<file path="config.mk">
export PLATFORM = sky130hd
export DESIGN_NAME = ddr_ctrl_arbit
export DESIGN_NICKNAME = d
export VERILOG_FILES = /design/src/rtl/ddr_ctrl_arbit.sv
export SDC_FILE = /design/constraint.sdc
export NUM_CORES = 1
export LEC_CHECK = 0
export CAP_MARGIN = 20
export CORE_ASPECT_RATIO = 0.8
export CORE_MARGIN = 4
export CORE_UTILIZATION = 30
export CTS_BUF_LIST = sky130_fd_sc_hd__clkbuf_8
export DETAILED_ROUTE_END_ITERATION = 16
export PLACE_DENSITY = 0.81
export SLEW_MARGIN = 10
export SYNTH_ARGS = -nofsm -noshare
export SYNTH_HDL_FRONTEND = slang
export SYNTH_SLANG_ARGS = --single-unit
</file>
<file path="constraint.sdc">
create_clock -name sys_clk -period 2.15 [get_ports sys_clk]
set_input_delay 0.43 -clock sys_clk [delete_from_list [all_inputs] [get_ports sys_clk]]
set_output_delay 0.43 -clock sys_clk [all_outputs]
set_load 0.02 [all_outputs]
</file>
<file path="src/rtl/ddr_ctrl_arbit.sv">
// rtl/ddr_ctrl_arbit.sv - SDRAM command arbiter and pin multiplexer for init/refresh/write/read sub-controllers
module ddr_ctrl_arbit #(
    parameter int ADDR_WIDTH    = 13,
    parameter int BA_WIDTH      = 2,
    parameter int DATA_WIDTH    = 16,
    parameter int GRANT_TIMEOUT = 1023
) (
    input  logic                  sys_clk,
    input  logic                  sys_rst,
    input  logic                  init_end_i,
    input  logic [3:0]            init_cmd_i,
    input  logic [BA_WIDTH-1:0]   init_ba_i,
    input  logic [ADDR_WIDTH-1:0] init_addr_i,
    input  logic                  aref_req_i,
    input  logic                  aref_end_i,
    input  logic [3:0]            aref_cmd_i,
    input  logic [BA_WIDTH-1:0]   aref_ba_i,
    input  logic [ADDR_WIDTH-1:0] aref_addr_i,
    input  logic                  wr_req_i,
    input  logic                  wr_end_i,
    input  logic [3:0]            wr_cmd_i,
    input  logic [BA_WIDTH-1:0]   wr_ba_i,
    input  logic [ADDR_WIDTH-1:0] wr_addr_i,
    input  logic                  wr_sdram_en_i,
    input  logic [DATA_WIDTH-1:0] wr_sdram_data_i,
    input  logic                  rd_req_i,
    input  logic                  rd_end_i,
    input  logic [3:0]            rd_cmd_i,
    input  logic [BA_WIDTH-1:0]   rd_ba_i,
    input  logic [ADDR_WIDTH-1:0] rd_addr_i,
    output logic                  aref_en_o,
    output logic                  wr_en_o,
    output logic                  rd_en_o,
    output logic                  sdram_cs_n_o,
    output logic                  sdram_ras_n_o,
    output logic                  sdram_cas_n_o,
    output logic                  sdram_we_n_o,
    output logic [BA_WIDTH-1:0]   sdram_ba_o,
    output logic [ADDR_WIDTH-1:0] sdram_addr_o,
    output logic                  sdram_dq_oe_o,
    output logic [DATA_WIDTH-1:0] sdram_dq_o,
    output logic                  timeout_err_o
);

    localparam logic [2:0] ST_INIT  = 3'd0;
    localparam logic [2:0] ST_ARBIT = 3'd1;
    localparam logic [2:0] ST_AREF  = 3'd2;
    localparam logic [2:0] ST_WRITE = 3'd3;
    localparam logic [2:0] ST_READ  = 3'd4;

    localparam logic [3:0] CMD_NOP = 4'b0111;

    // Counter must hold GRANT_TIMEOUT-1; one extra value of headroom keeps the width math simple.
    localparam int              CNT_W    = $clog2(GRANT_TIMEOUT + 1);
    localparam logic [CNT_W-1:0] CNT_LAST = CNT_W'(GRANT_TIMEOUT - 1);

    logic [2:0]       state;
    logic [2:0]       state_nxt;
    logic [CNT_W-1:0] grant_cnt;
    logic             timeout_hit;
    logic             in_grant;
    logic [3:0]       cmd_sel;

    assign in_grant = (state == ST_AREF) || (state == ST_WRITE) || (state == ST_READ);

    // Next-state: fixed-priority arbitration, own-end release, watchdog release when no end arrives.
    always_comb begin
        state_nxt   = state;
        timeout_hit = 1'b0;
        case (state)
            ST_INIT: begin
                if (init_end_i) state_nxt = ST_ARBIT;
            end
            ST_ARBIT: begin
                if (aref_req_i)     state_nxt = ST_AREF;
                else if (wr_req_i)  state_nxt = ST_WRITE;
                else if (rd_req_i)  state_nxt = ST_READ;
            end
            ST_AREF: begin
                if (aref_end_i) state_nxt = ST_ARBIT;
                else if (grant_cnt == CNT_LAST) begin
                    state_nxt   = ST_ARBIT;
                    timeout_hit = 1'b1;
                end
            end
            ST_WRITE: begin
                if (wr_end_i) state_nxt = ST_ARBIT;
                else if (grant_cnt == CNT_LAST) begin
                    state_nxt   = ST_ARBIT;
                    timeout_hit = 1'b1;
                end
            end
            ST_READ: begin
                if (rd_end_i) state_nxt = ST_ARBIT;
                else if (grant_cnt == CNT_LAST) begin
                    state_nxt   = ST_ARBIT;
                    timeout_hit = 1'b1;
                end
            end
            default: state_nxt = ST_INIT;
        endcase
    end

    // State, grant-length counter (zero outside a grant, so it starts at 0 on entry) and error pulse.
    always_ff @(posedge sys_clk) begin
        if (sys_rst) begin
            state         <= ST_INIT;
            grant_cnt     <= '0;
            timeout_err_o <= 1'b0;
        end else begin
            state         <= state_nxt;
            timeout_err_o <= timeout_hit;
            if (in_grant && (state_nxt == state)) grant_cnt <= grant_cnt + 1'b1;
            else                                  grant_cnt <= '0;
        end
    end

    assign aref_en_o = (state == ST_AREF);
    assign wr_en_o   = (state == ST_WRITE);
    assign rd_en_o   = (state == ST_READ);

    // Pin mux: pass the owning sub-controller straight through; idle arbitration drives NOP.
    always_comb begin
        cmd_sel      = CMD_NOP;
        sdram_ba_o   = '1;
        sdram_addr_o = '1;
        case (state)
            ST_INIT: begin
                cmd_sel      = init_cmd_i;
                sdram_ba_o   = init_ba_i;
                sdram_addr_o = init_addr_i;
            end
            ST_AREF: begin
                cmd_sel      = aref_cmd_i;
                sdram_ba_o   = aref_ba_i;
                sdram_addr_o = aref_addr_i;
            end
            ST_WRITE: begin
                cmd_sel      = wr_cmd_i;
                sdram_ba_o   = wr_ba_i;
                sdram_addr_o = wr_addr_i;
            end
            ST_READ: begin
                cmd_sel      = rd_cmd_i;
                sdram_ba_o   = rd_ba_i;
                sdram_addr_o = rd_addr_i;
            end
            default: begin
                cmd_sel      = CMD_NOP;
                sdram_ba_o   = '1;
                sdram_addr_o = '1;
            end
        endcase
    end

    assign {sdram_cs_n_o, sdram_ras_n_o, sdram_cas_n_o, sdram_we_n_o} = cmd_sel;

    assign sdram_dq_oe_o = wr_en_o && wr_sdram_en_i;
    assign sdram_dq_o    = sdram_dq_oe_o ? wr_sdram_data_i : '0;

endmodule

</file>
==> metrics.md <==
| Metric | Value |
|---|---|
| Status | `finished clean` |
| R2r endpoint | `grant_cnt[9]$_SDFF_PP0_` |
| Die area | `5930 um^2` |
| CTS Buffer Depth | `2` |
| Crit-path cells | `nor2b_1, buf_4, and3_1, buf_4, and2_1, dlygate4sd2_1` |
| CP max-delay cell | `dfxtp_4` |
| Num CTS Buffers | `3` |
| Setup Viol. Count Final | `0` |
| Clk Latency, worst-skew pair | `0.25 ns` |
| Synth cell count leaders | `35 x nor2_1, 20 x o22a_1, 18 x mux2i_1, 17 x a21oi_1, 16 x and2_1` |
| Crit Path Max Fanout | `17` |
| Via density | `5.00` |
| Seq pwr share | `0.261` |
| Port bufs | `141` |
| Final worst path period need | `2.09 ns` |
| Ys Warns | `0` |
| Setup bufs post-CTS | `0` |
| Sequential share of the synthesized area | `0.196` |
| Vert. Die Dim | `69.7 um` |
| Max-Cap Viols | `0` |
| Reg-to-Reg Start | `state[0]$_SDFF_PP0_` |
| Hold path depth | `1` |
| Mapped Cells | `188` |
| Total Neg Setup Slack | `0 ns` |
| Antenna viol nets, final | `0` |
| Worst Tran Pin Value | `0.476 ns` |
| CP Data Arrival Time | `1.66 ns` |
| Remaining DRCs | `0` |
| CP Capture Type | `primary output` |
| H-tree levels | `1` |
| Antenna violations before repair | `0` |
| Syn avg cell area | `7.59 um^2` |
| Clk pwr share | `0.210` |
| Nets | `442` |
| Area Overhead vs Synth | `106%` |
| Critical path origin | `state[2]$_SDFF_PP0_` |
| Final HPWL DP | `5090 um` |
| Most frequent CP cell | `buf_4` |
| Async SR Flop Fraction | `0` |
| Die span in x | `85.1 um` |
| Share of layout cells above drive strength 1 | `0.140` |
| Final core utilization | `0.639` |
| Worst reg2reg setup slack | `0.35 ns` |
| Syn nets | `292` |
| Mapped cell area | `1430 um^2` |
| Routed WL | `6130 um` |
| Synth top area cells | `dfxtp_1 20%, mux2i_1 13%, o22a_1 12%` |
| Crit-path max cell delay | `0.37 ns` |
| Power density cells | `353 nW/um^2` |
| Endpoints failing hold | `0` |
| N_diodes | `0` |
| CTS sink cnt | `14` |
| Clock-pin slew on the worst setup and hold paths | `0.06 ns` |
| Fmax | `0.479 GHz` |
| Vias post-DR | `1979` |
| Reg2reg path depth | `5` |
| Largest net degree at the start of global routing | `29` |
| Max_slew headroom | `0.682` |
| Final Max Tran Viols | `0` |
| Min-Delay Endpoint | `grant_cnt[0]$_SDFF_PP0_` |
| Hold buffer count at CTS | `0` |
| Post-DR wirelength/cell | `15.5 um` |
| Post-synthesis register bit count | `14` |
| CTS tree | `done` |
| Peak VDD IR | `0.207 mV` |
| Hold Crit Class | `register to register` |
| GRT Total Usage | `0.200` |
| Yosys top cell area share | `0.196` |
| Fillcell total | `404` |
| Hold Path Origin | `grant_cnt[0]$_SDFF_PP0_` |
| Root Buffer Master | `clkbuf_8` |
| Gr ovfl total | `0` |
| Pleak | `1.18 nW` |
| Detailed Route Iter0 Violations | `87` |
| P_int | `0.699 mW` |
| Cell row count | `22` |
| Gate power share | `0.529` |
| Core Area | `4600 um^2` |
| Dominant synthesized flop cell | `dfxtp_1` |
| Sequential cell area | `284 um^2` |
| CP startpoint kind | `register` |
| Multi-input gate area | `1070 um^2` |
| WP data required | `1.72 ns` |
| # IOs | `142` |
| Vias in the first global route | `2030` |
| Yosys top cell by area | `dfxtp_1` |
| Fin crit share | `0.971` |
| Netlist cell types | `40` |
| Top-count cell post-synth | `nor2_1` |
| Sw Pwr | `0.338 mW` |
| Setup Crit Path Kind | `register to primary output` |
| Post-synth EDFFs | `0` |
| Starting Density | `0.311` |
| First-pass GRT wire length | `9760 um` |
| RD Place Congestion | `0.790` |
| DR pass1 iterations | `5` |
| Final Skew | `0.00345 ns` |
| Sw Ratio | `0.326` |
==> what timing repair did <==
action	in CTS	in global routing
pin swaps	0	0
setup endpoints to repair	39	37
gates cloned	0	0
gates resized for setup	42	46
==> state kept, by name (all words and copies together), names as in the netlist <==
signal         count
grant_cnt         10
state              3
timeout_err_o      1
==> how the worst max path moves through the flow <==
stage	to	slack, ns	depth (start not counted)
after floorplan	sdram_dq_o[10]	0.25	5
after global placement	sdram_cas_n_o	-0.23	5
after detailed placement	sdram_ba_o[0]	-0.26	5
after CTS	wr_en_o	0.002	5
after global routing	sdram_dq_o[8]	-0.01	6
final	sdram_dq_o[13]	0.06	6
==> layer usage <==
metal / GRT usage / vias to the layer above / share of wire
li1: - / 973 / -
met1: 0.228 / 889 / 0.39
met2: 0.366 / 104 / 0.50
met3: 0.0439 / 13 / 0.084
met4: 0.0650 / 0 / 0.023
met5: 0 / - / 0
==> cell usage in the layout (no fill, tap or decap), drive strengths merged, types with 2 or more instances in the layout <==
cell / count
clkdlybuf4s15: 8
mux2i: 18
clkbuf: 20
dlymetal6s2s: 2
inv: 2
and2: 16
a21oi: 18
nor3: 4
nand3b: 2
nand2b: 3
nand2: 4
nand4: 2
nor2b: 2
xor2: 6
ha: 2
and4: 3
mux2: 2
dfxtp: 14
dlygate4sd2: 11
buf: 19
xnor2: 2
clkdlybuf4s50: 102
nor2: 35
nand3: 5
o22a: 20
==> final cells by class <==
| type | count | share of cell area |
|---|---|---|
| timing repair buffer | 159 | 0.494 |
| multi-input combinational | 157 | 0.366 |
| sequential | 14 | 0.0967 |
| tap | 60 | 0.0256 |
| clock buffer | 3 | 0.0141 |
| inverter | 3 | 0.00383 |
==> power by group through the flow <==
| stage | Clock, mW | Combinational, mW | Sequential (mW) |
|---|---|---|---|
| detailed placement | 0 | 0.601 | 0.277 |
| finish | 0.218 | 0.549 | 0.271 |
| global placement | 0 | 0.593 | 0.277 |
| floorplan | 0 | 0.250 | 0.275 |
| CTS | 0.222 | 0.563 | 0.271 |
| global route | 0.234 | 0.588 | 0.272 |
==> kinds of logic after synthesis <==
logic type,share of synthesized area
XOR/XNOR,0.0491
flip-flops,0.196
AND/OR/NAND/NOR,0.297
multiplexers,0.142
buffers and inverters,0.0561
AO/OA/AOI/OAI,0.242
adder cells (fa/ha/maj),0.0175
==> stage by stage <==
stage	cell area, um^2	cells	worst slack (ns)	total power, mW	hold WS, ns
after floorplan	1430	188	0.252	0.525	0.437
after global routing	2940	396	-0.0137	1.09	0.506
after global placement	2980	393	-0.230	0.870	0.453
after detailed placement	2980	393	-0.258	0.877	0.460
after CTS	2990	396	0.00192	1.06	0.473
final	2940	396	0.0632	1.04	0.474
==> worst max-delay path, delay by kind of cell (launching register included) <==
family | cells | cell delay (ns)
buffers and inverters | 3 | 0.62
DFF | 1 | 0.37
and+or+nand+nor | 3 | 0.41
Power figures use the tool's default switching activity.
